==> src/rtl/inst_encoder_pkg.sv <==
// rtl/inst_encoder_pkg.sv - shared opcodes, formats, immediate limits and field bundle for inst_encoder
// Contents:
//   OP_*            RV32I major opcodes, instruction bits [6:2]
//   fmt_e           encoding format selected by the opcode
//   *_MIN / *_MAX   signed immediate limits per format
//   fields_t        the registered input bundle held in stage 1
//   fmt_of()        opcode -> format lookup
//   in_range()      signed inclusive range test

package inst_encoder_pkg;

    localparam logic [4:0] OP_LOAD   = 5'b00000;
    localparam logic [4:0] OP_R_I    = 5'b00100;
    localparam logic [4:0] OP_AUIPC  = 5'b00101;
    localparam logic [4:0] OP_STORE  = 5'b01000;
    localparam logic [4:0] OP_R_R    = 5'b01100;
    localparam logic [4:0] OP_LUI    = 5'b01101;
    localparam logic [4:0] OP_BRANCH = 5'b11000;
    localparam logic [4:0] OP_JALR   = 5'b11001;
    localparam logic [4:0] OP_JAL    = 5'b11011;

    // funct3 values of the immediate shifts, which carry funct7 plus a 5-bit shamt
    localparam logic [2:0] F3_SLLI      = 3'b001;
    localparam logic [2:0] F3_SRLI_SRAI = 3'b101;

    typedef enum logic [2:0] {
        FMT_R,
        FMT_I,
        FMT_S,
        FMT_B,
        FMT_U,
        FMT_J,
        FMT_NONE
    } fmt_e;

    localparam logic signed [31:0] I_MIN     = -32'sd2048;
    localparam logic signed [31:0] I_MAX     =  32'sd2047;
    localparam logic signed [31:0] B_MIN     = -32'sd4096;
    localparam logic signed [31:0] B_MAX     =  32'sd4094;
    localparam logic signed [31:0] J_MIN     = -32'sd1048576;
    localparam logic signed [31:0] J_MAX     =  32'sd1048574;
    localparam logic        [31:0] SHAMT_MAX =  32'd31;

    typedef struct packed {
        logic [4:0]  opcode;
        logic [4:0]  rd;
        logic [4:0]  rs1;
        logic [4:0]  rs2;
        logic [2:0]  funct3;
        logic [6:0]  funct7;
        logic [31:0] imm;
    } fields_t;

    function automatic fmt_e fmt_of(input logic [4:0] op);
        fmt_e f;
        case (op)
            OP_R_R:                   f = FMT_R;
            OP_R_I, OP_LOAD, OP_JALR: f = FMT_I;
            OP_STORE:                 f = FMT_S;
            OP_BRANCH:                f = FMT_B;
            OP_LUI, OP_AUIPC:         f = FMT_U;
            OP_JAL:                   f = FMT_J;
            default:                  f = FMT_NONE;
        endcase
        return f;
    endfunction

    function automatic logic in_range(input logic signed [31:0] v,
                                      input logic signed [31:0] lo,
                                      input logic signed [31:0] hi);
        return (v >= lo) && (v <= hi);
    endfunction

endpackage

==> src/rtl/inst_pack.sv <==
// rtl/inst_pack.sv - combinational RV32I field packing and immediate range check
// Ports:
//   opcode, rd, rs1, rs2, funct3, funct7, imm   in   stage-1 field bundle
//   inst                                        out  encoded instruction (truncated fields on error)
//   err                                         out  immediate not representable or opcode unsupported

module inst_pack
    import inst_encoder_pkg::*;
(
    input  logic [4:0]  opcode,
    input  logic [4:0]  rd,
    input  logic [4:0]  rs1,
    input  logic [4:0]  rs2,
    input  logic [2:0]  funct3,
    input  logic [6:0]  funct7,
    input  logic [31:0] imm,
    output logic [31:0] inst,
    output logic        err
);

    logic signed [31:0] simm;
    fmt_e               fmt;
    logic               is_shift;

    assign simm     = $signed(imm);
    assign fmt      = fmt_of(opcode);
    assign is_shift = (opcode == OP_R_I) && ((funct3 == F3_SLLI) || (funct3 == F3_SRLI_SRAI));

    always_comb begin
        inst = 32'h0;
        err  = 1'b0;
        case (fmt)
            FMT_R: begin
                inst = {funct7, rs2, rs1, funct3, rd, opcode, 2'b11};
            end
            FMT_I: begin
                if (is_shift) begin
                    // shamt is an unsigned 5-bit field; negative values are out of range too
                    inst = {funct7, imm[4:0], rs1, funct3, rd, opcode, 2'b11};
                    err  = (imm > SHAMT_MAX);
                end else begin
                    inst = {imm[11:0], rs1, funct3, rd, opcode, 2'b11};
                    err  = !in_range(simm, I_MIN, I_MAX);
                end
            end
            FMT_S: begin
                inst = {imm[11:5], rs2, rs1, funct3, imm[4:0], opcode, 2'b11};
                err  = !in_range(simm, I_MIN, I_MAX);
            end
            FMT_B: begin
                inst = {imm[12], imm[10:5], rs2, rs1, funct3, imm[4:1], imm[11], opcode, 2'b11};
                err  = imm[0] || !in_range(simm, B_MIN, B_MAX);
            end
            FMT_U: begin
                inst = {imm[31:12], rd, opcode, 2'b11};
                err  = (imm[11:0] != 12'h0);
            end
            FMT_J: begin
                inst = {imm[20], imm[10:1], imm[11], imm[19:12], rd, opcode, 2'b11};
                err  = imm[0] || !in_range(simm, J_MIN, J_MAX);
            end
            default: begin
                inst = 32'h0;
                err  = 1'b1;
            end
        endcase
    end

endmodule

==> src/rtl/inst_encoder.sv <==
// rtl/inst_encoder.sv - two-stage valid/ready RV32I instruction encoder with error counter
// Ports:
//   clk, rst                  clock, synchronous active-high reset
//   in_valid / in_ready       input handshake for the field bundle
//   opcode, rd, rs1, rs2,
//   funct3, funct7, imm       instruction fields
//   out_valid / out_ready     output handshake
//   inst, inst_err            encoded instruction and its error flag
//   err_cnt                   saturating count of errored instructions delivered

module inst_encoder
    import inst_encoder_pkg::*;
(
    input  logic        clk,
    input  logic        rst,
    input  logic        in_valid,
    output logic        in_ready,
    input  logic [4:0]  opcode,
    input  logic [4:0]  rd,
    input  logic [4:0]  rs1,
    input  logic [4:0]  rs2,
    input  logic [2:0]  funct3,
    input  logic [6:0]  funct7,
    input  logic [31:0] imm,
    output logic        out_valid,
    input  logic        out_ready,
    output logic [31:0] inst,
    output logic        inst_err,
    output logic [15:0] err_cnt
);

    fields_t     s1_q;
    logic        s1_valid;
    logic        s1_adv;
    logic [31:0] pk_inst;
    logic        pk_err;

    // Stage 1 may move forward whenever stage 2 is empty or is being drained this cycle.
    assign s1_adv   = !out_valid || out_ready;
    assign in_ready = !rst && (!s1_valid || s1_adv);

    always_ff @(posedge clk) begin
        if (rst) begin
            s1_valid <= 1'b0;
            s1_q     <= '0;
        end else if (in_ready) begin
            s1_valid <= in_valid;
            if (in_valid) begin
                s1_q <= '{opcode: opcode, rd: rd, rs1: rs1, rs2: rs2,
                          funct3: funct3, funct7: funct7, imm: imm};
            end
        end
    end

    inst_pack u_pack (
        .opcode (s1_q.opcode),
        .rd     (s1_q.rd),
        .rs1    (s1_q.rs1),
        .rs2    (s1_q.rs2),
        .funct3 (s1_q.funct3),
        .funct7 (s1_q.funct7),
        .imm    (s1_q.imm),
        .inst   (pk_inst),
        .err    (pk_err)
    );

    always_ff @(posedge clk) begin
        if (rst) begin
            out_valid <= 1'b0;
            inst      <= 32'h0;
            inst_err  <= 1'b0;
            err_cnt   <= 16'h0;
        end else begin
            // While stalled (out_valid && !out_ready) s1_adv is low, so the output holds.
            if (s1_adv) begin
                out_valid <= s1_valid;
                if (s1_valid) begin
                    inst     <= pk_inst;
                    inst_err <= pk_err;
                end
            end
            if (out_valid && out_ready && inst_err && (err_cnt != 16'hFFFF)) begin
                err_cnt <= err_cnt + 16'd1;
            end
        end
    end

endmodule

==> config.mk <==
export PLATFORM = sky130hd
export DESIGN_NAME = inst_encoder
export DESIGN_NICKNAME = d
export VERILOG_FILES = /design/src/rtl/inst_encoder_pkg.sv /design/src/rtl/inst_pack.sv /design/src/rtl/inst_encoder.sv
export SDC_FILE = /design/constraint.sdc
export NUM_CORES = 1
export LEC_CHECK = 0
export ABC_AREA = 1
export BUFFER_PORTS_ARGS = -buffer_cell sky130_fd_sc_hd__buf_4
export CAP_MARGIN = 10
export CORE_ASPECT_RATIO = 1.1
export CORE_MARGIN = 10
export CORE_UTILIZATION = 50
export DETAILED_ROUTE_END_ITERATION = 12
export MAX_ROUTING_LAYER = met4
export PLACE_DENSITY = 0.75
export SETUP_SLACK_MARGIN = 0.15
export SLEW_MARGIN = 15
export SYNTH_ARGS = -nofsm -noshare
export SYNTH_HDL_FRONTEND = slang
export SYNTH_SLANG_ARGS = --single-unit
==> constraint.sdc <==
create_clock -name clk -period 2.9 [get_ports clk]
set_input_delay 0.29 -clock clk [delete_from_list [all_inputs] [get_ports clk]]
set_output_delay 0.29 -clock clk [all_outputs]
set_load 0.02 [all_outputs]
-- Yosys cells after proc, flatten, opt, wreduce, memory -nomap -nowiden
Memories as Yosys holds them, arrays and structs flattened. A register that Yosys moved wholly into a read port is not among the register bits.
Index checks and enable logic that the tools add are counted.
W data, S select, Z words.
- $add $sub $neg: 1
- multipliers: 0
- div/mod/pow operators: 0
- magnitude comparators: 7
- equal/unequal tests: 9
- shift operators: 0
- multiplexer cells: 6
- bitwise operators: 0
- reductions and logical operators: 23
- operators with widths (operator ; count):
    $pmux W32 S6 ; 1
    $ge A32 B12 Y1 const B ; 1
    $ge A32 B13 Y1 const B ; 1
    $ge A32 B21 Y1 const B ; 1
    $gt A32 B5 Y1 const B ; 1
    $le A32 B12 Y1 const B ; 1
    $le A32 B13 Y1 const B ; 1
    $le A32 B21 Y1 const B ; 1
    $mux W32 ; 1
    $add A16 B1 Y16 const B ; 1
    $ne A16 B16 Y1 const B ; 1
    $reduce_bool A12 Y1 ; 1
    $mux W5 ; 2
    $eq A3 B3 Y1 const B ; 3
    $logic_and A1 B1 Y1 ; 8
    $eq A3 B1 Y1 const B ; 2
    $eq A3 B2 Y1 const B ; 2
    $logic_not A1 Y1 ; 6
    $pmux W1 S6 ; 1
    $eq A5 B3 Y1 const B ; 1
    $logic_or A1 B1 Y1 ; 5
    $reduce_and A2 Y1 ; 2
    $logic_not A3 Y1 ; 1
    $mux W1 ; 1
- register bits: 113
- bits in latches: 0
- bits in writable memories: 0
- memory bits (read-only): 96
- input bits: 66
- word-level logic and storage cells: 59
- memories kept: 1
- memory list (memory ; depth ; width ; rd ports ; clocked after memory_dff ; write ports ; RTL line ; RTL):
    (no name shown) ; 32 ; 3 ; 1 ; 1 ; 0 ; inst_encoder_pkg.sv:56 ; case (op)

-- Longest topological paths before layout
- depth in word-level cells: 7
- mapped depth: 12
- mapped depth without buffers: 12

-- By module
From an unflattened synthesis, not the netlist that was laid out.
- cells, all modules: 826
- area, all modules: 5432.7 µm²
- modules (own cells, without submodules) (module ; times used ; cells an instance ; area an instance (µm²) ; seq. area each (µm²)):
    inst_encoder ; 1 ; 575 ; 4305.4 ; 2262.2
    inst_pack ; 1 ; 251 ; 1127.3 ; 0.0

-- Least setup slack after synthesis
No wires, ideal clock.
- path type: reg-to-reg
- start point: register err_cnt[0]
- end point: register err_cnt[9]
- library setup time: 0.115 ns
- arrival time: 1.470 ns
- data required time: 2.785 ns
- setup slack: 1.315 ns
- cell stages (with the launch flop): 10
- buffers on the path: 0
- path through: dfxtp_1 > ha_1 > nand3_1 > nor2_1 > nand3_1 > nand2_4 > nor3_2 > nand2_1 > nor2_1 > o21a_1
- word-level cells in the longest chain between the ends: 2
- elaborated cells on any way between the ends: 3
- those cells by class: 1 x add/sub; 1 x eq/ne; 1 x reduce/logical
- ends and longest elaborated chain (item ; RTL line ; RTL):
    start, declared ; inst_encoder.sv:29 ; output logic [15:0] err_cnt
    start signal, assigned ; inst_encoder.sv:83 ; err_cnt <= err_cnt + 16'd1;
    parallel branches: the longest is 2 deep, another holds $add A16 B1 Y16 ; - ;
Parallel ways; which one is timed is not known.
A chain may end at the register's enable or synchronous reset.

-- Worst setup path in the final report
- start point: register out_valid
- end point: register u_pack.fmt[1] (netlist name)
- word-level cells in the longest chain between the ends: 7
- ends and longest elaborated chain (item ; RTL line ; RTL):
    start, declared ; inst_encoder.sv:25 ; output logic out_valid,
    start signal, assigned ; inst_encoder.sv:76 ; out_valid <= s1_valid;
    $logic_not A1 Y1 ; inst_encoder.sv:39 ; assign s1_adv = !out_valid || out_ready;
    $logic_or A1 B1 Y1 ; inst_encoder.sv:39 ;
    $logic_or A1 B1 Y1 ; inst_encoder.sv:40 ; assign in_ready = !rst && (!s1_valid || s1_adv);
    $logic_and A1 B1 Y1 ; inst_encoder.sv:40 ;
    $reduce_and A2 Y1 (no line) ; - ;
    $mux W5 (no line) (2 in series) ; - ;
Every way passes these cells.

==> flow_metrics.tcl <==
set metrics [dict create \
    status "finished clean" \
    crit_path_end_kind "flip-flop" \
    p_sw_mw 1.09 \
    cts_repair_resize_count 0 \
    io_pins 117 \
    clk_pin_slew_ns 0.05 \
    synth_most_common_cell "nand2_1" \
    htree_levels 4 \
    fp.dieH_um 126 \
    die_w_um 117 \
    holdWs_ns 0.0492 \
    synthArstFlopShare_pct 0 \
    ys_types 38 \
    synthCells 722 \
    final.setup_skew_ns 0.00867 \
    dr_wl_met2_um 7400 \
    swShare_pct 26.6 \
    synthMuxAreaShare_pct 0 \
    avgViaCountPerCell 5.41 \
    grt_pass1_wl_um 24600 \
    fill_cells 871 \
    drive_gt1_share_pct 20.2 \
    crit_fanout 40 \
    routedWlPerCell_um 15.7 \
    synth_edf_count 0 \
    fin_nets 907 \
    first_iter_violations 426 \
    ys_ff_latch 115 \
    finalHoldViolations 0 \
    combPwrFrac_pct 13.8 \
    synth_top_family_by_area "simple AND/OR/NAND/NOR gates" \
    die_area_um2 14700 \
    fmax_ghz 0.502 \
    synth_top_cells_by_count "nand2_1 (178), dfxtp_1 (115), inv_1 (80)" \
    synth_area_per_cell_um2 7.11 \
    wirelength_um 15300 \
    cts_buffers 17 \
    yosys-top-cells-area "dfxtp_1 (45%), nand2_1 (13%), a21oi_1 (7.7%)" \
    place_hpwl_um 11100 \
    multiInputGateArea_um2 2330 \
    wl_met3_um 948 \
    start_util_pct 51.6 \
    grt_max_degree 73 \
    rsz0062_at_grt "no" \
    fin_crit_sh_pct 68.7 \
    hp-class "input port to flip-flop" \
    grt_pass1_vias 5197 \
    p_clk_share_pct 43.5 \
    synth_top_cell_area_share_pct 44.9 \
    setup_violations 0 \
    ant_nets 0 \
    maxCapViolCount 0 \
    slew_violations 0 \
    setup_slack_ns 0.909 \
    antenna_found_initial 0 \
    worst_slew_pin_slew_ns 0.643 \
    drt-met1-wl_um 6590 \
    synth-simple-area-share_pct 26.9 \
    synth_flop_cell "dfxtp_1" \
    critPathKind "flip-flop to flip-flop" \
    via_count 5249 \
    syn_area_um2 5130 \
    core_um2 9940 \
    p_seq_share_pct 42.7 \
    clk_path_buf_depth 2 \
    cts_tree "done" \
    grt_usage_pct 21.3 \
    area_delta_synth_final_pct 29.6 \
    p_leak_nw 2.93 \
    n_antenna_cell 0 \
    place_congestion 0.880 \
    min_period_ns 1.99 \
    drt_first_pass_iters 6 \
    arrival_ns 2.39 \
    top_layer "met4" \
    relSlewSlack_pct 57.2 \
    cts_setup_buffers 0 \
    yosysTopAreaCell "dfxtp_1" \
    rows 38 \
    start_kind "flip-flop" \
    synth_warnings 0 \
    ys_seq_area_share_pct 44.9 \
    ir_worst_vdd_mv 0.402 \
    clk_latency_ns 0.51 \
    gr-total-overflow 0 \
    seq_area_um2 2300 \
    root_buffer "clkbuf_8" \
    synth-xor-area-share_pct 0.171 \
    synth_adder_area_share_pct 0.244 \
    required_ns 3.30 \
    cts.sinks 115 \
    p_int_mw 3.01 \
    syn_nets 789 \
    finalSetupTns_ns 0 \
    reg2reg_slack_ns 0.91 \
    drc 0 \
    synth-compound-area-share_pct 18.2 \
    powerDensity_nw_per_um2 617 \
    place_ws_ns 0.903 \
    portBuffers 116 \
]
state kept, by name, indices dropped and copies added, names as in the netlist:
name,cells
u_pack.fmt,3
err_cnt,16
inst,31
s1_valid,1
s1_q,62
out_valid,1
inst_err,1
worst paths after layout:
path	startpoint	endpoint	depth (start not counted)
setup / recovery	out_valid	u_pack.fmt[1]	11
hold / removal	rd[1]	s1_q[53]	3
setup reg to reg	out_valid	u_pack.fmt[1]	11
hold reg to reg	s1_q[52]	s1_q[52]	2
worst max-delay path, stage by stage, from the launching register on:
cell     delay, ns
dfxtp_1       0.34
nand3_2       0.12
nand3_4       0.36
buf_4         0.39
nand3_2       0.09
o21ai_2       0.09
inv_2         0.06
nand2_1       0.04
nor2_1        0.15
nor2_2        0.05
o21ai_1       0.09
nand2_1       0.07
power groups by stage:
stage / combinational, mW / clock, mW / sequential (mW)
finish: 0.568 / 1.79 / 1.75
global route: 0.633 / 1.88 / 1.76
CTS: 0.565 / 1.81 / 1.75
detailed placement: 0.547 / 0 / 1.78
global placement: 0.534 / 0 / 1.78
floorplan: 0.345 / 0 / 1.78
cells by family (layout without fill, tap and decap cells):
family | Yosys count | after routing
AOI/OAI and AO/OA | 169 | 169
adders and majority gates | 1 | 1
and+or+nand+nor | 317 | 317
xor gates and xnor gates | 1 | 1
buffers and inverters | 119 | 248
DFF | 115 | 115
through the flow:
| stage | instances | instance area (µm²) | power [mW] | util, % |
|---|---|---|---|---|
| 3_5_place_dp | 929 | 6020 | 2.33 | 60.6 |
| 2_1_floorplan | 722 | 5130 | 2.12 | - |
| 3_3_place_gp | 929 | 6020 | 2.31 | 60.6 |
| 5_1_grt | 971 | 6650 | 4.27 | 66.9 |
| 6_report | 971 | 6650 | 4.11 | 66.9 |
| 4_1_cts | 971 | 6650 | 4.12 | 66.9 |
cell type report:
type | count | share of cell area (%)
clock buffer | 24 | 7.22
clock inverter | 6 | 0.452
inverter | 85 | 4.87
multi-input combinational | 488 | 35.1
sequential | 115 | 34.6
tap | 120 | 2.26
timing repair buffer | 133 | 15.5
timing repair:
| item | CTS | global route |
|---|---|---|
| hold endpoints to repair | 12 | 0 |
| endpoints found under the setup margin | 0 | 0 |
| hold buffers | 12 | 0 |
metal layers:
metal | global-route usage (%) | up-vias
li1 | - | 2605
met1 | 25.2 | 2414
met2 | 34.0 | 202
met3 | 4.99 | 28
met4 | 8.15 | 0
met5 | - | -
placed cells by master (no fill, tap or decap), types with 2 or more instances in the layout:
| cell | instances |
|---|---|
| a32oi_1 | 12 |
| o22ai_1 | 3 |
| nand3_2 | 2 |
| inv_2 | 4 |
| nor3_1 | 8 |
| nand2_1 | 178 |
| clkinv_2 | 6 |
| o21a_1 | 2 |
| nand4_1 | 9 |
| nor2_1 | 59 |
| buf_4 | 121 |
| nand3_1 | 44 |
| nor3_2 | 3 |
| dfxtp_1 | 115 |
| o21ai_1 | 4 |
| o221ai_1 | 4 |
| o21ai_0 | 60 |
| clkbuf_8 | 5 |
| nor2_2 | 3 |
| dlygate4sd3_1 | 12 |
| a21oi_1 | 79 |
| nor3b_1 | 2 |
| nand2_2 | 2 |
| o21ai_2 | 2 |
| clkbuf_1 | 3 |
| clkbuf_16 | 16 |
| inv_1 | 80 |
No activity file was read; power rests on OpenSTA's default activity.
